### config.mk
export PLATFORM = sky130hd
export DESIGN_NAME = hit_resolver_flat
export DESIGN_NICKNAME = d
export VERILOG_FILES = /design/src/rtl/hit_resolver_if.sv /design/src/rtl/hit_resolver.sv /design/src/flat_wrapper.sv
export SDC_FILE = /design/constraint.sdc
export NUM_CORES = 1
export LEC_CHECK = 0
export CAP_MARGIN = 20
export CORE_ASPECT_RATIO = 1.2
export CORE_MARGIN = 3
export CORE_UTILIZATION = 56
export DETAILED_ROUTE_END_ITERATION = 7
export HOLD_SLACK_MARGIN = 0.12
export PLACE_DENSITY_LB_ADDON = 0.12
export SLEW_MARGIN = 30
export SYNTH_ARGS = -nofsm -noshare
export SYNTH_HDL_FRONTEND = slang
export SYNTH_SLANG_ARGS = --single-unit
### constraint.sdc
create_clock -name clk -period 10.3 [get_ports clk]
set_clock_uncertainty 0.05 [all_clocks]
set_input_delay 2.575 -clock clk [delete_from_list [all_inputs] [get_ports clk]]
set_output_delay 2.575 -clock clk [all_outputs]
set_load 0.005 [all_outputs]
### src/rtl/hit_resolver_if.sv
// Player-geometry/state bundle into the hit resolver and the stun/health results back out.
interface hit_resolver_if #(
  parameter int POS_W = 10,
  parameter int HP_W  = 7
);
  logic             frame_tick;
  logic [POS_W-1:0] x1, x2;
  logic [3:0]       state1, state2;
  logic [1:0]       p1_stunmode, p2_stunmode;
  logic             p1_hit_pulse, p2_hit_pulse;
  logic [HP_W-1:0]  p1_health, p2_health;
  logic             game_over;

  modport master (
    output frame_tick, x1, x2, state1, state2,
    input  p1_stunmode, p2_stunmode, p1_hit_pulse, p2_hit_pulse,
           p1_health, p2_health, game_over
  );
  modport slave (
    input  frame_tick, x1, x2, state1, state2,
    output p1_stunmode, p2_stunmode, p1_hit_pulse, p2_hit_pulse,
           p1_health, p2_health, game_over
  );
endinterface

### src/rtl/hit_resolver.sv
// Per-frame hitbox/hurtbox resolution, stun timers and saturating health for two players.
// Define CHIP_DAMAGE_EN to make blocked hits cost max(1, dmg>>2) health.
module hit_resolver #(
  parameter int POS_W        = 10,
  parameter int BASE_W       = 64,
  parameter int NEUTRAL_HB_W = 30,
  parameter int DIR_HB_W     = 48,
  parameter int HITSTUN_FR   = 12,
  parameter int BLOCKSTUN_FR = 6,
  parameter int HEALTH_MAX   = 100,
  parameter int NEUTRAL_DMG  = 10,
  parameter int DIR_DMG      = 15,
  parameter int CNT_W        = 5,
  parameter int HP_W         = 7
) (
  input  logic          clk,
  input  logic          rst,
  hit_resolver_if.slave hr
);
  localparam int GW = POS_W + 1;
  typedef enum logic [1:0] {M_NEUT = 2'b00, M_HIT = 2'b01, M_BLK = 2'b10, M_WHIFF = 2'b11} mode_e;

  logic [1:0][3:0]       st;
  logic [1:0][GW-1:0]    xg, w;
  logic [1:0]            act, rec, dir, conn, struck, blocked, reach;
  logic [1:0][HP_W-1:0]  dmg, hp_q, hp_d;
  logic [1:0][CNT_W-1:0] cnt_q, cnt_d;
  mode_e [1:0]           mode_q, mode_d;
  logic [1:0]            cons_q, cons_d, lcons_q, lcons_d, pulse_q, pulse_d;
  logic                  go_q, go_d, eval, trade;
  logic [GW-1:0]         p1_reach, p1_right, p2_minus, p2_left;
  logic [HP_W-1:0]       chip, hdmg;

  assign st = {hr.state2, hr.state1};
  assign xg = {{1'b0, hr.x2}, {1'b0, hr.x1}};

  always_comb begin
    eval = hr.frame_tick && !go_q;
    for (int i = 0; i < 2; i++) begin
      act[i] = (st[i] == 4'd4) || (st[i] == 4'd7);
      rec[i] = (st[i] == 4'd5) || (st[i] == 4'd8);
      dir[i] = (st[i] >= 4'd6) && (st[i] <= 4'd8);
      w[i]   = dir[i] ? GW'(DIR_HB_W) : GW'(NEUTRAL_HB_W);
      dmg[i] = dir[i] ? HP_W'(DIR_DMG) : HP_W'(NEUTRAL_DMG);
    end
    // P2 extends leftwards, so its edge is clamped at 0 instead of wrapping
    p1_reach = xg[0] + GW'(BASE_W) + w[0];
    p1_right = xg[0] + GW'(BASE_W) + (rec[0] ? w[0] : '0);
    p2_minus = (xg[1] >= w[1]) ? xg[1] - w[1] : '0;
    p2_left  = rec[1] ? p2_minus : xg[1];
    reach[0] = p1_reach > p2_left;
    reach[1] = p2_minus < p1_right;
    for (int i = 0; i < 2; i++) conn[i] = eval && act[i] && !cons_q[i] && reach[i];
    trade = conn[0] && conn[1];
    go_d  = go_q;
    chip  = '0;
    hdmg  = '0;
    for (int v = 0; v < 2; v++) begin
      struck[v]  = conn[1-v];
      blocked[v] = struck[v] && !trade && (st[v] == 4'd2);
`ifdef CHIP_DAMAGE_EN
      chip = ((dmg[1-v] >> 2) == '0) ? HP_W'(1) : (dmg[1-v] >> 2);
`else
      chip = '0;
`endif
      hdmg     = blocked[v] ? chip : dmg[1-v];
      hp_d[v]  = !struck[v] ? hp_q[v] : (hp_q[v] > hdmg) ? hp_q[v] - hdmg : '0;
      pulse_d[v] = struck[v];
      cnt_d[v] = struck[v] ? (blocked[v] ? CNT_W'(BLOCKSTUN_FR) : CNT_W'(HITSTUN_FR))
               : (eval && cnt_q[v] != '0) ? cnt_q[v] - 1'b1 : cnt_q[v];
      cons_d[v]  = !eval ? cons_q[v] : conn[v] ? 1'b1 : act[v] ? cons_q[v] : 1'b0;
      // remembers whether the last active window connected, for whiff detection in recovery
      lcons_d[v] = (eval && act[v]) ? cons_d[v] : lcons_q[v];
      mode_d[v]  = mode_q[v];
      if (struck[v])               mode_d[v] = blocked[v] ? M_BLK : M_HIT;
      else if (eval && cnt_d[v] == '0) mode_d[v] = (rec[v] && !lcons_q[v]) ? M_WHIFF : M_NEUT;
      if (hp_d[v] == '0) go_d = 1'b1;
    end
  end

  always_ff @(posedge clk) begin
    if (rst) begin
      hp_q    <= {2{HP_W'(HEALTH_MAX)}};
      cnt_q   <= '0;
      mode_q  <= {M_NEUT, M_NEUT};
      cons_q  <= '0;
      lcons_q <= '0;
      pulse_q <= '0;
      go_q    <= 1'b0;
    end else begin
      hp_q    <= hp_d;
      cnt_q   <= cnt_d;
      mode_q  <= mode_d;
      cons_q  <= cons_d;
      lcons_q <= lcons_d;
      pulse_q <= pulse_d;
      go_q    <= go_d;
    end
  end

  assign hr.p1_stunmode  = mode_q[0];
  assign hr.p2_stunmode  = mode_q[1];
  assign hr.p1_hit_pulse = pulse_q[0];
  assign hr.p2_hit_pulse = pulse_q[1];
  assign hr.p1_health    = hp_q[0];
  assign hr.p2_health    = hp_q[1];
  assign hr.game_over    = go_q;
endmodule

### src/flat_wrapper.sv
// flat-port wrapper written by rule: the top's interface ports become plain ports
module hit_resolver_flat 
#(
  parameter int POS_W        = 10,
  parameter int BASE_W       = 64,
  parameter int NEUTRAL_HB_W = 30,
  parameter int DIR_HB_W     = 48,
  parameter int HITSTUN_FR   = 12,
  parameter int BLOCKSTUN_FR = 6,
  parameter int HEALTH_MAX   = 100,
  parameter int NEUTRAL_DMG  = 10,
  parameter int DIR_DMG      = 15,
  parameter int CNT_W        = 5,
  parameter int HP_W         = 7
)
  (clk, rst, hr_frame_tick, hr_x1, hr_x2, hr_state1, hr_state2, hr_p1_stunmode, hr_p2_stunmode, hr_p1_hit_pulse, hr_p2_hit_pulse, hr_p1_health, hr_p2_health, hr_game_over);
  hit_resolver_if #(.POS_W(POS_W), .HP_W(HP_W)) hr_i ();
  input  logic clk;
  input  logic rst;
  input wire logic [$bits(hr_i.frame_tick)-1:0] hr_frame_tick;
  input wire logic [$bits(hr_i.x1)-1:0] hr_x1;
  input wire logic [$bits(hr_i.x2)-1:0] hr_x2;
  input wire logic [$bits(hr_i.state1)-1:0] hr_state1;
  input wire logic [$bits(hr_i.state2)-1:0] hr_state2;
  output wire logic [$bits(hr_i.p1_stunmode)-1:0] hr_p1_stunmode;
  output wire logic [$bits(hr_i.p2_stunmode)-1:0] hr_p2_stunmode;
  output wire logic [$bits(hr_i.p1_hit_pulse)-1:0] hr_p1_hit_pulse;
  output wire logic [$bits(hr_i.p2_hit_pulse)-1:0] hr_p2_hit_pulse;
  output wire logic [$bits(hr_i.p1_health)-1:0] hr_p1_health;
  output wire logic [$bits(hr_i.p2_health)-1:0] hr_p2_health;
  output wire logic [$bits(hr_i.game_over)-1:0] hr_game_over;
  assign hr_i.frame_tick = hr_frame_tick;
  assign hr_i.x1 = hr_x1;
  assign hr_i.x2 = hr_x2;
  assign hr_i.state1 = hr_state1;
  assign hr_i.state2 = hr_state2;
  assign hr_p1_stunmode = hr_i.p1_stunmode;
  assign hr_p2_stunmode = hr_i.p2_stunmode;
  assign hr_p1_hit_pulse = hr_i.p1_hit_pulse;
  assign hr_p2_hit_pulse = hr_i.p2_hit_pulse;
  assign hr_p1_health = hr_i.p1_health;
  assign hr_p2_health = hr_i.p2_health;
  assign hr_game_over = hr_i.game_over;
  hit_resolver #(.POS_W(POS_W), .BASE_W(BASE_W), .NEUTRAL_HB_W(NEUTRAL_HB_W), .DIR_HB_W(DIR_HB_W), .HITSTUN_FR(HITSTUN_FR), .BLOCKSTUN_FR(BLOCKSTUN_FR), .HEALTH_MAX(HEALTH_MAX), .NEUTRAL_DMG(NEUTRAL_DMG), .DIR_DMG(DIR_DMG), .CNT_W(CNT_W), .HP_W(HP_W)) u_core (.clk(clk), .rst(rst), .hr(hr_i));
endmodule
---- Yosys cells after proc, flatten, opt, wreduce, memory -nomap -nowiden ----
Cells that the tools add are included.
storage, ports and cells
  register bits after elaboration ......... 35
  bits of input ports ..................... 31
  output and inout bits ................... 21
  word-level logic and storage cells ...... 112
cells by class
  add/subtract/negate cells ............... 8
  magnitude comparators ................... 9
  eq/ne operators ......................... 10
  muxes and demuxes ....................... 35
  reduce and logical (&&, ||, !) cells .... 39
operators by type and width
  cell                   number
  $mux 7                 6
  $mux 11                3
  $eq 4x3->1 const B     6
  $add 11x11->11         2
  $logic_and 1x1->1      20
  $mux 5                 4
  $mux 2                 8
  $gt 7x7->1             2
  $logic_not 7->1        2
  $sub 7x7->7            2
  $mux 6                 2
  $add 10x7->11 const B  1
  $ge 10x11->1           1
  $gt 11x11->1           1
  $lt 11x11->1           1
  $sub 10x11->11         1
  $logic_not 5->1        2
  $reduce_bool 5->1      2
  $sub 5x1->5 const B    2
  $eq 4x2->1 const B     2
  $eq 4x4->1 const B     2
  $ge 4x3->1 const B     2
  $le 4x4->1 const B     2
  $mux 1                 8
  5 further kinds        17

---- Depth between registers and ports, before layout ----
Gate-level depths: netlist of run 1.
  word-level depth ........................ 19
  depth in mapped cells ................... 29
  depth with buffers taken out ............ 29

---- Least setup slack after synthesis of run 1 ----
Ideal clock, no wire load.
  kind .................................... input-to-reg
  from .................................... in hr_state2[1]
  to ...................................... reg u_core.go_q (netlist: u_core.hr.game_over)
  library setup time ...................... 95 ps
  arrival time ............................ 7901 ps
  data required time ...................... 10155 ps
  slack ................................... 2253 ps
  cell stages on the path ................. 28
  buffers on the path ..................... 0
  cells stage by stage .................... nor2b_1 > a21oi_1 > inv_1 > ha_1 > nor2b_1 > o21a_1 > or3_1 > nor3_1 > mux2_2 > mux2i_1 > ha_1 > o21ai_0 > o21bai_1 > or2_2 > nand3_1 > nor2b_1 > or2_2 > inv_1 > ha_1 > inv_1 > fa_1 > a21o_1 > a21oi_1 > nand4b_1 > nor3_1 > mux2i_1 > nand4b_1 > o311ai_1
between the ends
  longest elaborated chain between the ends .. 18
  elaborated cells on any way between the ends .. 42
  those cells by class .................... add/sub (3); order compare (7); eq/ne (5); mux (11); reduce/logical (16)
RTL lines
  element                                                RTL line            text
  start, declared                                        flat_wrapper.sv:24  input wire logic [$bits(hr_i.state2)-1:0] hr_state2;
  $ge 4x3->1 / $le 4x4->1 (equally long branches)        hit_resolver.sv:42  dir[i] = (st[i] >= 4'd6) && (st[i] <= 4'd8);
  $logic_and 1x1->1                                      hit_resolver.sv:42
  $mux 6                                                 hit_resolver.sv:43  w[i] = dir[i] ? GW'(DIR_HB_W) : GW'(NEUTRAL_HB_W);
  $sub 10x11->11 / $ge 10x11->1 (equally long branches)  hit_resolver.sv:49  p2_minus = (xg[1] >= w[1]) ? xg[1] - w[1] : '0;
  $mux 11                                                hit_resolver.sv:49
  $mux 11                                                hit_resolver.sv:50  p2_left = rec[1] ? p2_minus : xg[1];
  $gt 11x11->1                                           hit_resolver.sv:51  reach[0] = p1_reach > p2_left;
  $logic_and 1x1->1                                      hit_resolver.sv:53  for (int i = 0; i < 2; i++) conn[i] = eval && act[i] && !cons_q[i] && reach[i];
  $logic_and 1x1->1                                      hit_resolver.sv:54  trade = conn[0] && conn[1];
  $logic_not 1->1                                        hit_resolver.sv:60  blocked[v] = struck[v] && !trade && (st[v] == 4'd2);
  $logic_and 1x1->1 (2 in a row)                         hit_resolver.sv:60
  $mux 7                                                 hit_resolver.sv:66  hdmg = blocked[v] ? chip : dmg[1-v];
  $sub 7x7->7 / $gt 7x7->1 (equally long branches)       hit_resolver.sv:67  hp_d[v] = !struck[v] ? hp_q[v] : (hp_q[v] > hdmg) ? hp_q[v] - hdmg : '0;
  $mux 7 (2 in a row)                                    hit_resolver.sv:67
  $logic_not 7->1                                        hit_resolver.sv:77  if (hp_d[v] == '0) go_d = 1'b1;
  $mux 1 / $reduce_bool 2->1 (equally long branches)     --
  end signal, assigned                                   hit_resolver.sv:97  go_q <= go_d;
  end, declared                                          hit_resolver.sv:30  logic go_q, go_d, eval, trade;
Several ways; a longest one is shown, not always the timed one.
A chain may end at the register's enable or synchronous reset.

---- Worst setup path after layout of run 1 ----
  from .................................... in hr_state2[3]
  to ...................................... reg u_core.go_q (netlist: u_core.hr.game_over)
Same word-level chain as after synthesis.

==> results of run 1 <==
-- registers in the layout, summed over array words and instances, names as in the netlist --
| signal | cells |
|---|---|
| u_core.lcons_q | 2 |
| u_core.hr.p1_stunmode | 2 |
| u_core.cons_q | 2 |
| u_core.hr.p1_health | 7 |
| u_core.hr.game_over | 1 |
| u_core.cnt_q | 10 |
| u_core.pulse_q | 2 |
| u_core.hr.p2_stunmode | 2 |
| u_core.hr.p2_health | 7 |
-- cells in the mapped netlist (all sizes together), types with 4 or more instances --
cell,number
a211o,4
a211oi,10
a21o,6
a21oi,42
buf,5
clkbuf,5
dfxtp,35
fa,5
ha,46
inv,30
mux2i,13
nand2,22
nand2b,7
nand3,8
nand3b,4
nand4,6
nor2,40
nor2b,9
nor3,16
nor3b,4
nor4,7
nor4b,4
o21ai,25
o21bai,5
or3,6
xnor2,21
xor2,14
-- layout make-up --
| class | instances | area, um2 |
|---|---|---|
| sequential | 35 | 701 |
| clock inverter | 3 | 23.8 |
| fill | 519 | 1840 |
| timing repair buffer | 53 | 526 |
| inverter | 30 | 113 |
| tap | 82 | 103 |
| clock buffer | 5 | 68.8 |
| multi-input combinational | 370 | 2790 |
-- cell families (layout without fill, tap and decap cells) --
| logic type | count (synthesis) | count (layout) | synth area share |
|---|---|---|---|
| AOI/OAI and AO/OA | 115 | 115 | 0.211 |
| xor gates and xnor gates | 35 | 35 | 0.0841 |
| adders and majority gates | 51 | 51 | 0.185 |
| buffers and inverters | 40 | 91 | 0.0422 |
| DFF | 35 | 35 | 0.192 |
| muxes | 14 | 14 | 0.0388 |
| and+or+nand+nor | 155 | 155 | 0.247 |
-- layer usage --
metal | GRT usage | up-vias | routed length, um
met5 | 0 | - | 0
met3 | 0.0372 | 11 | 334
met2 | 0.445 | 69 | 4480
met4 | 0.0731 | 0 | 127
li1 | - | 1724 | -
met1 | 0.306 | 1596 | 3940
-- power groups by stage --
stage	Combinational, mW	Clock (mW)	Sequential, mW
6_report	0.278	0.106	0.170
3_3_place_gp	0.271	0	0.172
4_1_cts	0.279	0.110	0.170
5_1_grt	0.313	0.116	0.173
2_1_floorplan	0.211	0	0.170
3_5_place_dp	0.276	0	0.173
-- worst reg2reg max path, cell delays in order (launching register included) --
cell and delay, ps:
dfxtp_1 350, and2b_1 350, nand3_1 190, nor3_2 210, nand3_1 490, nor2b_1 650, or2_2 230, inv_1 40
ha_1 180, nand2b_1 140, a21oi_1 230, o21ai_0 150, and2_1 210, or3b_2 470, a21oi_1 140
-- final timing paths --
kind | start | to | slack [ps] | cells after the start
worst min-delay path | u_core.lcons_q[0] | u_core.lcons_q[0] | 430 | 2
worst max-delay path | hr_state2[3] | u_core.hr.game_over | 740 | 29
worst max register to register | u_core.hr.game_over | u_core.hr.p2_health[1] | 6150 | 14
worst min register to register | u_core.lcons_q[0] | u_core.lcons_q[0] | 430 | 2
-- through the flow --
step | instances | util | worst slack [ps] | area, um2 | total power, mW
3_3_place_gp | 570 | 0.686 | 699 | 4230 | 0.443
5_1_grt | 578 | 0.702 | 297 | 4330 | 0.601
3_5_place_dp | 570 | 0.687 | 473 | 4240 | 0.450
4_1_cts | 578 | 0.702 | 784 | 4330 | 0.559
6_report | 578 | 0.702 | 743 | 4330 | 0.555
2_1_floorplan | 445 | - | 2250 | 3650 | 0.381
==> flow_summary_export.csv, run 1 <==
group,metric,value,unit
outcome,outcome,"finished clean",
route,first_pass_iters,4,
synth,synth-edff-count,0,
sta,relSlewSlack,0.459,
global_routing,first_global_vias,3367,
sta,max_freq,105,MHz
clock_network,clk-insertion-delay-late,300,ps
clock_network,htree_levels,2,
setup_path,startpoint_type,"primary input",
global_routing,track_usage,0.249,
synth,synth_top_area_share,0.192,
clock_network,clk_pin_slew_worst_paths,80,ps
synth,syn_area,3650,um2
layout,area_delta_synth_final,18.7,%
clock_network,cts_resized,0,
synth,yosys_warnings,0,
synth,synth_nets,527,
setup_path,critPathRequiredTime,10460,ps
pwr,netSwitchingPower,0.224,mW
route,wire_per_inst,15.4,um
clock_network,ctsHoldBuffers,0,
setup_path,path_class,"in -> reg",
layout,layout_common_cells,"clkdlybuf4s50_1, ha_1, a21oi_1",
route,finalWirelength,8.88,mm
sta,tightest_slew,809,ps
layout,final_common_cell,"clkdlybuf4s50_1",
synth,ys_ff_latch,35,
route,vias,3400,
clock_network,root_buffer,"clkbuf_8",
setup_path,cp_max_fo,18,
placement,io_buffers,51,
synth,synth_area_per_cell,8.19,um2
sta,rsz0062_at_grt,"false",
floorplan,die_w,79.7,um
synth,synthCells,445,
global_routing,gr-total-overflow,0,
pwr,leakage,1.75,nW
clock_network,numCtsBuffers,5,
synth,yosysTopAreaCell,"dfxtp_1",
sta,tns,0,ps
pwr,p_int,0.331,mW
placement,place.gp.congestion,0.876,
layout,nNetsFinal,577,
global_routing,antenna_found_initial,0,
synth,async_flop_share,0,
floorplan,initial_core_util,0.591,
placement,hpwlAfterDp,7.04,mm
pwr,pwr-share-seq,0.307,
global_routing,grt_max_degree,36,
run,cap_violations,0,
floorplan,die_h,94.4,um
clock_network,cts_tree,"built",
sta,timing_hold_violations_final,0,
layout,layout-drive-gt1-share,0.0625,
pwr,p_clk_frac,0.191,
clock_network,clk_path_buf_depth,2,
setup_path,cpLargestDelayFamily,"simple AND/OR/NAND/NOR gates",
synth,yosysSeqAreaShare,0.192,
setup_path,cp.buffers_inverters,4,
route,first_iter_violations,99,
pwr,ir_drop,99.6,uV
clock_network,cts_sinks,35,
synth,synthTopCellsByArea,"dfxtp_1, ha_1, a21oi_1",
route,antenna_left,0,
floorplan,rows,31,
clock_network,post_cts_buffers,0,
setup_path,worst_path_largest_cell_delay,600,ps
route,via_per_inst,5.88,
pwr,comb_power_share,0.502,
sta,setup_violations,0,
route,drc_errors,0,
setup_path,endpoint_kind,"flip-flop",
global_routing,grt_pass1_wl,15.3,mm
setup_path,cp.arrival,9720,ps
setup_path,cp_slowest_cell,"clkdlybuf4s50_1",
sta,drv_slew,0,
synth,yosysUniqueCellTypes,66,
synth,synth_ff_type,"dfxtp_1",
min_path,hp-class,"reg -> reg",
sta,period_minus_slack,9560,ps
floorplan,die_area,7520,um2
floorplan,io_pins,52,
floorplan,core-area,6170,um2
layout,antenna_cells,0,
sta,period_share,0.928,
sta,finalHoldWorstSlack,427,ps
pwr,p_sw_frac,0.404,
pwr,cellPowerDensity,128,nW/um2
Power figures use the tool's default switching activity.
==> run 2: changes to the inputs <==
--- a/config.mk
+++ b/config.mk
@@ -7,7 +7,7 @@
 export LEC_CHECK = 0
 export CAP_MARGIN = 20
 export CORE_ASPECT_RATIO = 1.2
-export CORE_MARGIN = 3
+export CORE_MARGIN = 2
 export CORE_UTILIZATION = 56
 export DETAILED_ROUTE_END_ITERATION = 7
 export HOLD_SLACK_MARGIN = 0.12
==> run 2 against run 1 <==
Against the previous run:
- die area fell by 4.6%
- hold slack got worse by 13 ps
- maximum frequency down 0.14%
- critical endpoint unchanged
- largest cell class unchanged
==> flow_summary_export.csv, run 2 (synthesis results as in run 1) <==
group,metric,value,unit
pwr,comb_power_share,0.468,
sta,finalHoldWorstSlack,414,ps
global_routing,track_usage,0.270,
sta,layout_setup_ws,730,ps
placement,hpwlAfterDp,7.32,mm
route,antenna_left,0,
pwr,p_sw_frac,0.373,
layout,layout_common_cells,"clkdlybuf4s50_1, ha_1, a21oi_1",
floorplan,die_area,7180,um2
clock_network,htree_levels,2,
route,via_per_inst,5.92,
setup_path,worst_path_largest_cell_delay,510,ps
clock_network,cts_tree,"built",
placement,place.gp.congestion,0.867,
floorplan,die_h,92.4,um
sta,relSlewSlack,0.518,
outcome,outcome,"finished clean",
layout,seqCellArea,701,um2
layout,fill_cells,540,
clock_network,cts_sinks,35,
min_path,worstHoldStart,"u_core.lcons_q[0]",
route,drc_errors,0,
clock_network,numCtsBuffers,5,
setup_path,cpLargestDelayFamily,"simple AND/OR/NAND/NOR gates",
setup_path,r2r-start,"u_core.hr.game_over",
sta,setup_violations,0,
sta,period_share,0.929,
layout,layoutNonFillerInstCount,581,
setup_path,cp.arrival,9720,ps
layout,area_delta_synth_final,20.0,%
pwr,p_clk_frac,0.249,
sta,max_freq,104,MHz
global_routing,first_global_vias,3437,
layout,utilization,0.687,
floorplan,initial_core_util,0.573,
sta,drv_slew,0,
layout,final_common_cell,"clkdlybuf4s50_1",
clock_network,clk_pin_slew_worst_paths,80,ps
layout,regMostFlops,"u_core.cnt_q",
floorplan,core-area,6370,um2
global_routing,grtUsageMet2,0.496,
pwr,cellPowerDensity,138,nW/um2
floorplan,rows,32,
setup_path,cp.buffers_inverters,4,
global_routing,gr-total-overflow,0,
floorplan,io_pins,52,
sta,rsz0062_at_grt,"false",
layout,antenna_cells,0,
pwr,leakage,1.77,nW
setup_path,cp_slowest_cell,"clkdlybuf4s50_1",
setup_path,startpoint,"hr_state2[3]",
sta,timing_hold_violations_final,0,
clock_network,clk-insertion-delay-late,300,ps
pwr,pwr-share-seq,0.283,
global_routing,grt_max_degree,36,
layout,largest_register_ffs,10,
clock_network,cts_resized,0,
global_routing,grt_pass1_wl,15.7,mm
placement,placedCellCount,573,
layout,nNetsFinal,577,
clock_network,ctsHoldBuffers,0,
setup_path,path_class,"in -> reg",
global_routing,antenna_found_initial,0,
sta,tns,0,ps
global_routing,grt_use_met1,0.320,
run,cap_violations,0,
route,first_iter_violations,105,
placement,post_dp_cell_area,4240,um2
route,vias,3440,
setup_path,critPathRequiredTime,10450,ps
global_routing,busiest_layer,"met2",
pwr,p_int,0.379,mW
placement,dp_slack,511,ps
setup_path,endpoint_kind,"flip-flop",
setup_path,cp_max_fo,18,
pwr,netSwitchingPower,0.225,mW
min_path,hp-class,"reg -> reg",
pwr,power.total,0.605,mW
setup_path,startpoint_type,"primary input",
global_routing,grtUsageMet3,0.0302,
layout,multi_input_area,2790,um2
placement,io_buffers,51,
route,finalWirelength,9.30,mm
layout,layout-drive-gt1-share,0.0625,
pwr,ir_drop,136,uV
sta,period_minus_slack,9570,ps
sta,tightest_slew,723,ps
layout,fin_area,4380,um2
clock_network,root_buffer,"clkbuf_8",
route,first_pass_iters,5,
route,wire_per_inst,16.0,um
floorplan,die_w,77.7,um
clock_network,post_cts_buffers,0,
clock_network,clk_path_buf_depth,2,
-- run 2: changes by cell type in the layout (fill, tap and decap cells not counted), sizes merged --
cell and change:
inv -1, bufinv +2, clkinvlp -1
-- run 2: layout make-up --
cell class,count,share of cell area
multi-input combinational,370,0.639
tap,85,0.0243
sequential,35,0.160
clock inverter,3,0.0154
inverter,30,0.0257
timing repair buffer,53,0.120
clock buffer,5,0.0157
-- run 2: worst paths after layout --
path	slack [ps]	cells past startpoint	to
setup / recovery	730	29	u_core.hr.game_over
hold / removal	410	2	u_core.lcons_q[0]
setup reg to reg	6090	17	u_core.hr.game_over
hold reg to reg	410	2	u_core.lcons_q[0]
-- run 2: worst register-to-register path, stage by stage, from the launching register on --
cell and delay, ps:
dfxtp_1 380, and2b_1 290, nand3_1 190, nor3_2 70
nand3_1 470, nor2b_1 270, or2_2 360, inv_1 80
ha_1 170, inv_1 60, fa_1 400, a21o_1 190
a21oi_1 260, nand4b_1 140, nor3_1 250, mux2i_1 270
nand4b_1 110, o311ai_1 100
-- run 2: power by group through the flow --
stage / clock network (mW) / logic, mW / registers, mW
floorplan: 0 / 0.211 / 0.170
global placement: 0 / 0.272 / 0.173
detailed placement: 0 / 0.279 / 0.173
CTS: 0.152 / 0.282 / 0.171
global route: 0.160 / 0.316 / 0.173
finish: 0.151 / 0.283 / 0.171
-- run 2: per-layer routing --
| layer | vias to the layer above | wire (um) |
|---|---|---|
| met5 | - | 0 |
| met3 | 17 | 256 |
| li1 | 1720 | - |
| met2 | 72 | 4840 |
| met4 | 0 | 218 |
| met1 | 1631 | 3980 |
==> run 3: changes to the inputs <==
--- a/config.mk
+++ b/config.mk
@@ -11,8 +11,8 @@
 export CORE_UTILIZATION = 56
 export DETAILED_ROUTE_END_ITERATION = 7
 export HOLD_SLACK_MARGIN = 0.12
-export PLACE_DENSITY_LB_ADDON = 0.12
-export SLEW_MARGIN = 30
+export PLACE_DENSITY = 0.9
+export SLEW_MARGIN = 10
 export SYNTH_ARGS = -nofsm -noshare
 export SYNTH_HDL_FRONTEND = slang
 export SYNTH_SLANG_ARGS = --single-unit
==> run 3 against run 2 <==
Against the previous run:
- design area fell by 0.71%
- largest power group unchanged
- combinational power increased by 1%
- routed wire length down 2.2%
- via count rose by 1.7%
==> flow_summary_export.csv, run 3 (synthesis results as in run 1) <==
group,metric,value,unit
outcome,outcome,"finished clean",
global_routing,gr-total-overflow,0,
layout,layout-drive-gt1-share,0.0604,
floorplan,io_pins,52,
global_routing,grt_max_degree,36,
route,antenna_left,0,
sta,period_minus_slack,9120,ps
pwr,leakage,1.77,nW
layout,area_delta_synth_final,19.1,%
layout,fill_cells,510,
setup_path,cp.arrival,9260,ps
min_path,hp-class,"reg -> reg",
setup_path,cpLargestDelayFamily,"simple AND/OR/NAND/NOR gates",
floorplan,die_h,92.4,um
run,cap_violations,0,
layout,multi_input_area,2790,um2
setup_path,cp.buffers_inverters,5,
placement,dp_slack,957,ps
clock_network,clk_pin_slew_worst_paths,70,ps
floorplan,die_w,77.7,um
layout,largest_register_ffs,10,
global_routing,antenna_found_initial,0,
route,finalWirelength,9.10,mm
clock_network,clk-insertion-delay-late,290,ps
sta,max_freq,110,MHz
sta,tns,0,ps
sta,setup_violations,0,
clock_network,clk_path_buf_depth,2,
global_routing,grt_pass1_wl,15.2,mm
sta,period_share,0.885,
setup_path,r2r-start,"u_core.hr.game_over",
setup_path,startpoint_type,"primary input",
min_path,worstHoldStart,"u_core.lcons_q[0]",
setup_path,worstReg2RegEnd,"u_core.hr.game_over",
sta,drv_slew,0,
placement,io_buffers,51,
floorplan,core-area,6370,um2
layout,regMostFlops,"u_core.cnt_q",
route,drc_errors,0,
route,first_iter_violations,218,
pwr,cellPowerDensity,131,nW/um2
clock_network,root_buffer,"clkbuf_8",
clock_network,htree_levels,2,
clock_network,cts_resized,0,
sta,finalHoldWorstSlack,422,ps
sta,rsz0062_at_grt,"false",
sta,timing_hold_violations_final,0,
layout,nNetsFinal,578,
min_path,hold_depth,2,
placement,hpwlAfterDp,7.16,mm
layout,utilization,0.682,
global_routing,first_global_vias,3516,
setup_path,cp_slowest_cell,"clkdlybuf4s50_1",
floorplan,initial_core_util,0.573,
setup_path,critPathRequiredTime,10450,ps
setup_path,r2r_cells,13,
setup_path,cp_max_fo,18,
global_routing,track_usage,0.258,
layout,antenna_cells,0,
route,wire_per_inst,15.6,um
floorplan,die_area,7180,um2
setup_path,path_class,"in -> reg",
layout,layout_common_cells,"clkdlybuf4s50_1, ha_1, a21oi_1",
pwr,ir_drop,150,uV
sta,relSlewSlack,0.484,
floorplan,rows,32,
placement,place.gp.congestion,0.940,
sta,layout_setup_ws,1180,ps
layout,final_common_cell,"clkdlybuf4s50_1",
clock_network,cts_tree,"built",
setup_path,worst_path_largest_cell_delay,590,ps
setup_path,reg2reg_slack,6360,ps
route,via_per_inst,6.01,
sta,tightest_slew,769,ps
clock_network,post_cts_buffers,0,
clock_network,ctsHoldBuffers,0,
route,first_pass_iters,4,
layout,seqCellArea,701,um2
clock_network,cts_sinks,35,
clock_network,numCtsBuffers,5,
min_path,hold_end,"u_core.lcons_q[0]",
setup_path,endpoint_kind,"flip-flop",
route,vias,3497,
[run 3: worst max path at each step]
stage / from / to / slack (ps) / cells past startpoint
floorplan: hr_state2[1] / u_core.hr.game_over / 2250 / 28
global placement: hr_state2[3] / u_core.hr.game_over / 1130 / 29
detailed placement: hr_state2[3] / u_core.hr.game_over / 960 / 30
CTS: hr_state2[3] / u_core.hr.game_over / 1180 / 30
global route: hr_state2[3] / u_core.hr.game_over / 560 / 30
finish: hr_state2[3] / u_core.hr.game_over / 1180 / 30
[run 3: cell type report]
cell class | count | area share
inverters | 30 | 0.0259
multi-input cells | 370 | 0.643
repair buffers | 54 | 0.123
flip-flops and latches | 35 | 0.161
clock buffers | 8 | 0.0230
well taps | 85 | 0.0245
[run 3: per-layer routing]
layer / routed length [um] / track usage / part of all wire
met2: 4520 / 0.458 / 0.50
met3: 370 / 0.0312 / 0.041
met1: 3790 / 0.295 / 0.42
met4: 424 / 0.147 / 0.047
met5: 0 / 0 / 0
[run 3: power breakdown]
group	leakage (nW)	internal, mW	switching [mW]
clock network	0.0515	0.0610	0.0486
registers	0.284	0.154	0.0173
logic	1.43	0.130	0.157
total	1.77	0.345	0.223
[run 3: stage by stage]
stage               cell area, um2  instances  total power [mW]
floorplan                     3650        445             0.381
global placement              4240        573             0.440
detailed placement            4240        573             0.453
CTS                           4340        581             0.565
global route                  4340        582             0.608
finish                        4340        582             0.568
[run 3: worst register-to-register path, delay by kind of cell, from the launching register on]
| kind | cells | cell delay (ps) |
|---|---|---|
| flip-flops | 1 | 340 |
| AO/OA/AOI/OAI | 6 | 1500 |
| AND/OR/NAND/NOR | 6 | 1630 |
| adder cells (fa/ha/maj) | 1 | 330 |
